## src/rtl/inst_isa_pkg.sv

```systemverilog
// Instruction-format constants shared by the program loader and the decode stage.
package inst_isa_pkg;

  localparam int INST_W = 32;
  localparam int REG_W  = 5;

  // Field LSB positions of the 32-bit instruction word.
  localparam int OPC_LSB   = 26;
  localparam int RS_LSB    = 21;
  localparam int RT_LSB    = 16;
  localparam int RD_LSB    = 11;
  localparam int SHAMT_LSB = 6;

  localparam logic [5:0] OP_RTYPE = 6'b000000;
  localparam logic [5:0] OP_ADDI  = 6'b001000;
  localparam logic [5:0] OP_SHIFT = 6'b001100;

  localparam logic [5:0] FN_ADD   = 6'b100000;
  localparam logic [5:0] FN_SUB   = 6'b100010;
  localparam logic [5:0] FN_AND   = 6'b100100;
  localparam logic [5:0] FN_OR    = 6'b100101;
  localparam logic [5:0] FN_NOT   = 6'b100111;
  localparam logic [5:0] FN_XOR   = 6'b100110;
  localparam logic [5:0] FN_SHA   = 6'b100000;
  localparam logic [5:0] FN_SHB   = 6'b000001;

  localparam logic [3:0] ALU_ADD = 4'd0;
  localparam logic [3:0] ALU_SUB = 4'd1;
  localparam logic [3:0] ALU_AND = 4'd2;
  localparam logic [3:0] ALU_OR  = 4'd3;
  localparam logic [3:0] ALU_NOT = 4'd4;
  localparam logic [3:0] ALU_XOR = 4'd5;
  localparam logic [3:0] ALU_SHA = 4'd6;
  localparam logic [3:0] ALU_SHB = 4'd7;

  typedef enum logic [1:0] {ST_IDLE, ST_LOAD, ST_FULL} load_state_e;

  function automatic logic [INST_W-1:0] pack_rtype(
    input logic [5:0]       op,
    input logic [REG_W-1:0] rs,
    input logic [REG_W-1:0] rt,
    input logic [REG_W-1:0] rd,
    input logic [5:0]       fn
  );
    return {op, rs, rt, rd, 5'd0, fn};
  endfunction

endpackage

```

## src/rtl/inst_word_encoder.sv

```systemverilog
// Combinational command-field to instruction-word encoder with illegal-command detect.
module inst_word_encoder
  import inst_isa_pkg::*;
(
  input  logic              nop,
  input  logic              imm,
  input  logic [3:0]        alu_ctrl,
  input  logic [REG_W-1:0]  rs,
  input  logic [REG_W-1:0]  rt,
  input  logic [REG_W-1:0]  rd,
  input  logic [10:0]       imm11,
  output logic [INST_W-1:0] word,
  output logic              illegal
);

  always_comb begin
    word    = '0;
    illegal = 1'b0;
    if (nop && imm) begin
      illegal = 1'b1;
    end else if (nop) begin
      word = '0;
    end else if (imm) begin
      // ADDI carries rd in [15:11], which leaves only 11 immediate bits.
      if (alu_ctrl == ALU_ADD) word = {OP_ADDI, rs, {REG_W{1'b0}}, rd, imm11};
      else                     illegal = 1'b1;
    end else begin
      case (alu_ctrl)
        ALU_ADD: word = pack_rtype(OP_RTYPE, rs, rt, rd, FN_ADD);
        ALU_SUB: word = pack_rtype(OP_RTYPE, rs, rt, rd, FN_SUB);
        ALU_AND: word = pack_rtype(OP_RTYPE, rs, rt, rd, FN_AND);
        ALU_OR:  word = pack_rtype(OP_RTYPE, rs, rt, rd, FN_OR);
        ALU_NOT: word = pack_rtype(OP_RTYPE, rs, rt, rd, FN_NOT);
        ALU_XOR: word = pack_rtype(OP_RTYPE, rs, rt, rd, FN_XOR);
        ALU_SHA: word = pack_rtype(OP_SHIFT, rs, rt, rd, FN_SHA);
        ALU_SHB: word = pack_rtype(OP_SHIFT, rs, rt, rd, FN_SHB);
        default: illegal = 1'b1;
      endcase
    end
  end

endmodule

```

## src/rtl/inst_encoder_loader.sv

```systemverilog
// Program-load front end: encodes commands and writes them to instruction memory
// at consecutive addresses from a programmable base.
module inst_encoder_loader
  import inst_isa_pkg::*;
#(
  parameter int DATAPATH_WIDTH     = 64,
  parameter int REGFILE_ADDR_WIDTH = REG_W,
  parameter int INST_ADDR_WIDTH    = 9
) (
  input  logic                          clk,
  input  logic                          reset,
  input  logic                          start,
  input  logic [INST_ADDR_WIDTH-1:0]    base_addr,
  input  logic                          finish,
  input  logic                          cmd_valid,
  output logic                          cmd_ready,
  input  logic                          cmd_nop,
  input  logic                          cmd_imm,
  input  logic [3:0]                    cmd_alu_ctrl,
  input  logic [REGFILE_ADDR_WIDTH-1:0] cmd_rs,
  input  logic [REGFILE_ADDR_WIDTH-1:0] cmd_rt,
  input  logic [REGFILE_ADDR_WIDTH-1:0] cmd_rd,
  input  logic [10:0]                   cmd_imm11,
  output logic                          imem_we,
  output logic [INST_ADDR_WIDTH-1:0]    imem_addr,
  output logic [DATAPATH_WIDTH-1:0]     imem_wdata,
  output logic                          loading,
  output logic                          full,
  output logic                          err_illegal,
  output logic [INST_ADDR_WIDTH:0]      prog_len
);

  localparam logic [INST_ADDR_WIDTH-1:0] ADDR_MAX = '1;
  localparam logic [INST_ADDR_WIDTH:0]   LEN_MAX  = {1'b1, {INST_ADDR_WIDTH{1'b0}}};

  load_state_e                state, state_nxt;
  logic [INST_ADDR_WIDTH-1:0] addr_cnt;
  logic [INST_W-1:0]          enc_word;
  logic                       enc_illegal;
  logic                       accept, wr_acc;

  inst_word_encoder u_enc (
    .nop      (cmd_nop),
    .imm      (cmd_imm),
    .alu_ctrl (cmd_alu_ctrl),
    .rs       (cmd_rs),
    .rt       (cmd_rt),
    .rd       (cmd_rd),
    .imm11    (cmd_imm11),
    .word     (enc_word),
    .illegal  (enc_illegal)
  );

  assign cmd_ready = (state == ST_LOAD) & ~start & ~finish;
  assign accept    = cmd_valid & cmd_ready;
  assign wr_acc    = accept & ~enc_illegal;
  assign loading   = (state == ST_LOAD);
  assign full      = (state == ST_FULL);

  always_comb begin
    state_nxt = state;
    case (state)
      ST_IDLE: if (start) state_nxt = ST_LOAD;
      ST_LOAD: begin
        if (start)                                state_nxt = ST_LOAD;
        else if (finish)                          state_nxt = ST_IDLE;
        else if (wr_acc && addr_cnt == ADDR_MAX)  state_nxt = ST_FULL;
      end
      ST_FULL: begin
        if (start)       state_nxt = ST_LOAD;
        else if (finish) state_nxt = ST_IDLE;
      end
      default: state_nxt = ST_IDLE;
    endcase
  end

  always_ff @(posedge clk) begin
    if (reset) begin
      state       <= ST_IDLE;
      addr_cnt    <= '0;
      prog_len    <= '0;
      err_illegal <= 1'b0;
      imem_we     <= 1'b0;
      imem_addr   <= '0;
      imem_wdata  <= '0;
    end else begin
      state   <= state_nxt;
      imem_we <= wr_acc;
      if (start) begin
        addr_cnt    <= base_addr;
        prog_len    <= '0;
        err_illegal <= 1'b0;
      end else if (wr_acc) begin
        imem_addr  <= addr_cnt;
        imem_wdata <= {{(DATAPATH_WIDTH-INST_W){1'b0}}, enc_word};
        // The last address is written once and then the block parks in FULL.
        if (addr_cnt != ADDR_MAX) addr_cnt <= addr_cnt + 1'b1;
        if (prog_len != LEN_MAX)  prog_len <= prog_len + 1'b1;
      end else if (accept) begin
        err_illegal <= 1'b1;
      end
    end
  end

endmodule

```

## config.mk

```make
export PLATFORM = sky130hd
export DESIGN_NAME = inst_encoder_loader
export DESIGN_NICKNAME = d
export VERILOG_FILES = /design/src/rtl/inst_isa_pkg.sv /design/src/rtl/inst_word_encoder.sv /design/src/rtl/inst_encoder_loader.sv
export SDC_FILE = /design/constraint.sdc
export NUM_CORES = 1
export LEC_CHECK = 0
export CORE_MARGIN = 2
export CORE_UTILIZATION = 46
export DETAILED_ROUTE_END_ITERATION = 6
export GPL_ROUTABILITY_DRIVEN = 1
export GPL_TIMING_DRIVEN = 0
export PLACE_DENSITY = 0.86
export SLEW_MARGIN = 20
export SYNTH_ARGS = -nofsm -noshare
export SYNTH_HDL_FRONTEND = slang
export SYNTH_HIERARCHICAL = 1
export SYNTH_SLANG_ARGS = --single-unit
```

## constraint.sdc

```tcl
create_clock -name clk -period 5.5 [get_ports clk]
set_clock_uncertainty 0.2 [all_clocks]
set_input_delay 1.1 -clock clk [delete_from_list [all_inputs] [get_ports clk]]
set_output_delay 1.1 -clock clk [all_outputs]
set_load 0.05 [all_outputs]
```

# After elaboration in Yosys (flattened, before gate mapping)
# Cells that the tools add are included.
# op_classes
div_mod_pow,0
n_eq_ne,15
bitwise,8
muxes,20
order_cmp,0
addsub,2
shift,0
reduce_logical,13
n_mul,0
# ops
op,count
$pmux W30 S8,1
$mux W32,3
$mux W30,1
$mux W9,3
$eq A4 B3 Y1 const B,4
$mux W2,6
$add A10 B1 Y10 const B,1
$ne A10 B10 Y1 const B,1
$add A9 B1 Y9 const B,1
$eq A9 B9 Y1 const B,1
$ne A9 B9 Y1 const B,1
$eq A4 B2 Y1 const B,2
$reduce_and A2 Y1,4
$reduce_or A8 Y1,1
$pmux W2 S3,1
$mux W1,5
$and A1 B1 Y1,4
$eq A4 B1 Y1 const B,1
$logic_not A4 Y1,1
$ne A4 B3 Y1 const B,1
$not A1 Y1,4
$reduce_bool A2 Y1,2
$ne A3 B3 Y1 const B,1
$reduce_and A3 Y1,1
other kinds (6),7
# word_totals
memories,0
input_bits,46
romBits,0
wordCells,65
regBits,64
ram_bits,0
output_inout_bits,88
latch_bits,0

# Depth between registers and ports, before layout
# logic_depth
depth_word,13
depth_mapped,10
depth_no_buf,7

# Cells and area by module
# The synthesis kept the hierarchy.
# modules_own_cells
module,seq_area_each_um2,area_each_um2,instances,cells_per_inst
inst_encoder_loader,1281.2,2827.7,1,356
inst_word_encoder,0.0,330.3,1,48

# Worst setup path after synthesis
# Ideal clock, no wire load.
# synth_path
kind,input -> register
startpoint,in cmd_alu_ctrl[2]
endpoint,reg prog_len[5]
path_slack_ns,2.027
t_arrival_ns,3.203
n_path_buf,2
required_time_ns,5.229
setup_time_ns,0.071
stages,9
cell_sequence,or3_4 -> a211oi_2 -> buf_4 -> a21oi_1 -> nand2b_1 -> or4_1 -> buf_2 -> or3_1 -> a21oi_1
# synth_between
elab_chain_len,9
word_cells_on_any_way,17
classes_between,eq/ne: 7; mux: 5; bitwise: 2; reduce/logical: 3
# synth_lines
element,line,rtl
from (decl),inst_encoder_loader.sv:19,"input logic [3:0] cmd_alu_ctrl,"
$eq A4 B1 Y1 (tied with other cells),inst_word_encoder.sv:28,case (alu_ctrl)
$reduce_or A8 Y1 (no line),n/a,
$mux W1,inst_word_encoder.sv:28,
$mux W1 (*),inst_word_encoder.sv:23,end else if (imm) begin
$mux W1 (*),inst_word_encoder.sv:21,end else if (nop) begin
$mux W1 (*),inst_word_encoder.sv:19,if (nop && imm) begin
net enc_illegal,inst_encoder_loader.sv:39,logic enc_illegal;
$not A1 Y1 (*),inst_encoder_loader.sv:56,assign wr_acc = accept & ~enc_illegal;
$and A1 B1 Y1 (*),inst_encoder_loader.sv:56,
$reduce_and A2 Y1 (no line) (*),n/a,
to (signal assigned),inst_encoder_loader.sv:98,if (prog_len != LEN_MAX) prog_len <= prog_len + 1'b1;
to (decl),inst_encoder_loader.sv:30,output logic [INST_ADDR_WIDTH:0] prog_len
# The timed path passes the listed nets; every way through them passes the cells marked *.
# A chain may end at the register's enable or synchronous reset.

# Worst setup path after layout
# layout_path
startpoint,in start
endpoint,out cmd_ready
# layout_between
elab_chain_len,3
# layout_lines
element,line,rtl
from (decl),inst_encoder_loader.sv:12,"input logic start,"
$not A1 Y1 (no line),n/a,
$and A1 B1 Y1 (2 in a row),inst_encoder_loader.sv:54,assign cmd_ready = (state == ST_LOAD) & ~start & ~finish;
to (decl),inst_encoder_loader.sv:16,"output logic cmd_ready,"
# No other way between the ends.

==> summary.txt <==
Run status
  • Status: complete, no violations

STA
  • Fin. Hold Viols: 0
  • Slew Limit Headroom: 0.485
  • Peak Freq: between 200 and 250 MHz
  • Period utilisation layout: 0.820
  • Slew Limit Fails: 0
  • Setup tns final: 0 ns
  • Minimum clock period: between 4 and 5 ns
  • Worst-Margin Slew: approximately 0.77 ns
  • Setup violations, final: 0
  • Setup WS post-layout: around 1 ns
  • RSZ-0062 raised after global routing: false

Finish
  • Antenna cell count: 0
  • Ratio of cells with drive above 1 in the final layout: 0.112
  • Area grow syn2layout: 45.1%
  • Nets@finish: 600

Synthesis
  • Post-synth top area cell: dfxtp_1
  • Unique masters post-synth: 50
  • Syn Area/Cell: just under 8 sq um
  • Synth area leaders: dfxtp_1, nand2_1, buf_4, a21oi_1, and2_1
  • Synth Cell Area: 3160 sq um
  • Mux contribution to synthesized area: 0.00674
  • Yosys top cell area share: 0.406
  • Post-synth ARST share: 0
  • Yosys warning count: 6
  • Seq/Total Area, Yosys: 0.406
  • Synth Area in Compound Gates: 0.153
  • Synthesized flop and latch total: 64
  • Synth Flop Type: dfxtp_1
  • Post-synth EDFFs: 0
  • Cells after synthesis: between 400 and 500
  • Simple-gate area share of the yosys netlist: 0.279
  • Adder-Cell Fraction of Synth Area: 0.0158
  • Count leader, synth: nand2_1
  • Post-Synth XOR/XNOR Area: 0.0111
  • Largest family of logic cells by synthesized area: simple AND/OR/NAND/NOR gates
  • Synth cell count leaders: nand2_1, dfxtp_1, a21oi_1, buf_4, and2_1

Clocking
  • CTS-repair resized insts: 0
  • H-Tree Depth: 3
  • Hold_buf cts: 0
  • Clock Tree Root: clkbuf_8
  • Total CTS buffers: 9
  • Clock Sinks: 64
  • Post-CTS setup buffer count: 0
  • CTS tree: built
  • Clk_lat worst skew: about 0.34 ns
  • Reg clk slew, reported paths: approximately 0.070 ns
  • CTS Buffer Depth: 2

Die
  • Die ar.: roughly 7500 sq um
  • # rows: 30
  • Chip width: about 87 microns
  • I/O Pins: 134
  • Core ar.: 6720 sq um
  • Chip Height: around 87 microns
  • Initial core utilization: 0.470

Critical path
  • Worst r2r src: addr_cnt[0]$_SDFFE_PP0P_
  • Reg2Reg Setup Slack: ~2.9 ns
  • Critical Path RT: approximately 4.2 ns
  • R2R cell count: 7
  • Critical path class: in -> out
  • Critical Path Sink Type: primary output
  • Critical path peak fanout: 8
  • Startpoint Class: primary input
  • Worst setup path start: start
  • R2r endpoint: addr_cnt[7]$_SDFFE_PP0P_
  • Setup crit end: cmd_ready
  • Critical Path AT: about 3.2 ns

Place
  • I/O Buffers: 101
  • Routability cong.: ~0.82
  • Post-Place Worst Slack: 0.979 ns
  • Post-detail-place hpwl: between 6000 and 7000 microns

Drt
  • Routed Antenna Nets: 0
  • Initial DRT Pass Iterations: 4
  • DRT Wirelength: 8480 microns
  • DR WL/cell: 13.4 microns
  • Via-to-Cell Ratio: about 5
  • # DRC: 0
  • DRT iter0 DRCs: 164
  • Vias: approximately 3200

GRT
  • Vias in the first global route: about 2900
  • First-pass GRT wire length: 13300 microns
  • Initial antenna violation count: 0
  • Largest net degree at the start of global routing: 11
  • Grt ovf: 0
  • All-layer global routing usage: 0.224

Min path
  • Hold WC Path Type: reg -> reg

Pwr
  • Lkg Pwr: about 1.7 nW
  • Worst IR drop on VDD: between 150 and 200 uV
  • Cell Pwr Density: approximately 220 nW/um^2
  • Tot Pwr: 1.02 mW

Flow run
  • Max-Cap Viols: 0
-- registers in the layout (all words and copies together), names as in the netlist --
register / count
imem_wdata: 32
imem_addr: 9
prog_len: 10
state: 2
addr_cnt: 9
err_illegal: 1
imem_we: 1
-- stage by stage --
step | utilization | area [sq um] | std cells | hold slack (ns)
floorplan | - | 3290 | 438 | 0.240
detailed placement | 0.654 | 4400 | 619 | 0.250
CTS | 0.682 | 4580 | 634 | 0.259
finish | 0.682 | 4580 | 634 | 0.253
global route | 0.682 | 4580 | 634 | 0.278
global placement | 0.654 | 4400 | 619 | 0.241
-- critical path, cell delays in order --
cell,delay (ns)
clkdlybuf4s50_1,0.50
or4b_1,0.48
buf_2,0.16
inv_2,0.13
clkdlybuf4s50_1,0.83
-- worst min path at each step --
stage | slack (ns) | depth (start not counted) | end | from
finish | 0.25 | 2 | imem_wdata[29]$_SDFFE_PP0P_ | imem_wdata[29]$_SDFFE_PP0P_
global route | 0.28 | 2 | imem_wdata[9]$_SDFFE_PP0P_ | imem_wdata[9]$_SDFFE_PP0P_
CTS | 0.26 | 2 | imem_wdata[29]$_SDFFE_PP0P_ | imem_wdata[29]$_SDFFE_PP0P_
detailed placement | 0.25 | 2 | imem_wdata[20]$_SDFFE_PP0P_ | imem_wdata[20]$_SDFFE_PP0P_
global placement | 0.24 | 2 | imem_wdata[10]$_SDFFE_PP0P_ | imem_wdata[10]$_SDFFE_PP0P_
floorplan | 0.24 | 2 | imem_addr[5]$_SDFFE_PP0P_ | addr_cnt[5]$_SDFFE_PP0P_
-- report_power, final --
group	switching (mW)	total (mW)	internal (mW)
registers	0.00596	0.475	0.469
clock network	0.172	0.389	0.217
logic	0.0917	0.154	0.0626
-- cell families after synthesis --
logic type      Yosys count
mux                       2
fa+ha+maj                 4
simple gates            179
xor+xnor                  4
flops                    64
other cells               2
compound gates           81
buf+inv                  68
-- area by class of cell --
class / instances / area (sq um)
fillers: 572 / 2140
multi-input cells: 306 / 1610
flip-flops and latches: 64 / 1280
repair buffers: 101 / 1010
plain buffers: 58 / 362
clock buffers: 11 / 141
well taps: 80 / 100
clock inverters: 4 / 45.0
inverters: 10 / 37.5
-- layout by cell type (no fill, tap or decap), drive strengths merged, types with 2 or more instances in the layout --
| cell | count |
|---|---|
| buf | 40 |
| dfxtp | 64 |
| inv | 10 |
| and2 | 23 |
| nor3 | 5 |
| nand3 | 4 |
| and3 | 2 |
| nor3b | 3 |
| clkinv | 3 |
| or2 | 2 |
| nand2 | 94 |
| nor2b | 4 |
| a21oi | 54 |
| xnor2 | 2 |
| a211oi | 2 |
| or3 | 7 |
| nor2 | 15 |
| a311oi | 5 |
| clkdlybuf4s50 | 101 |
| o31ai | 2 |
| a31oi | 2 |
| clkbuf | 29 |
| a22o | 2 |
| nor4 | 4 |
| ha | 4 |
| and4 | 4 |
| o21ai | 5 |
| nand4 | 5 |
| xor2 | 2 |
| conb | 36 |
| or4 | 3 |
-- per-layer routing --
layer  vias to the layer above  routed length (microns)  track usage
li1                       1597                        -            -
met1                      1431                     3470        0.271
met2                       115                     4330        0.380
met3                        16                      498       0.0720
met4                         0                      185       0.0696
met5                         -                        0            0
(Power assumes the default switching activity.)
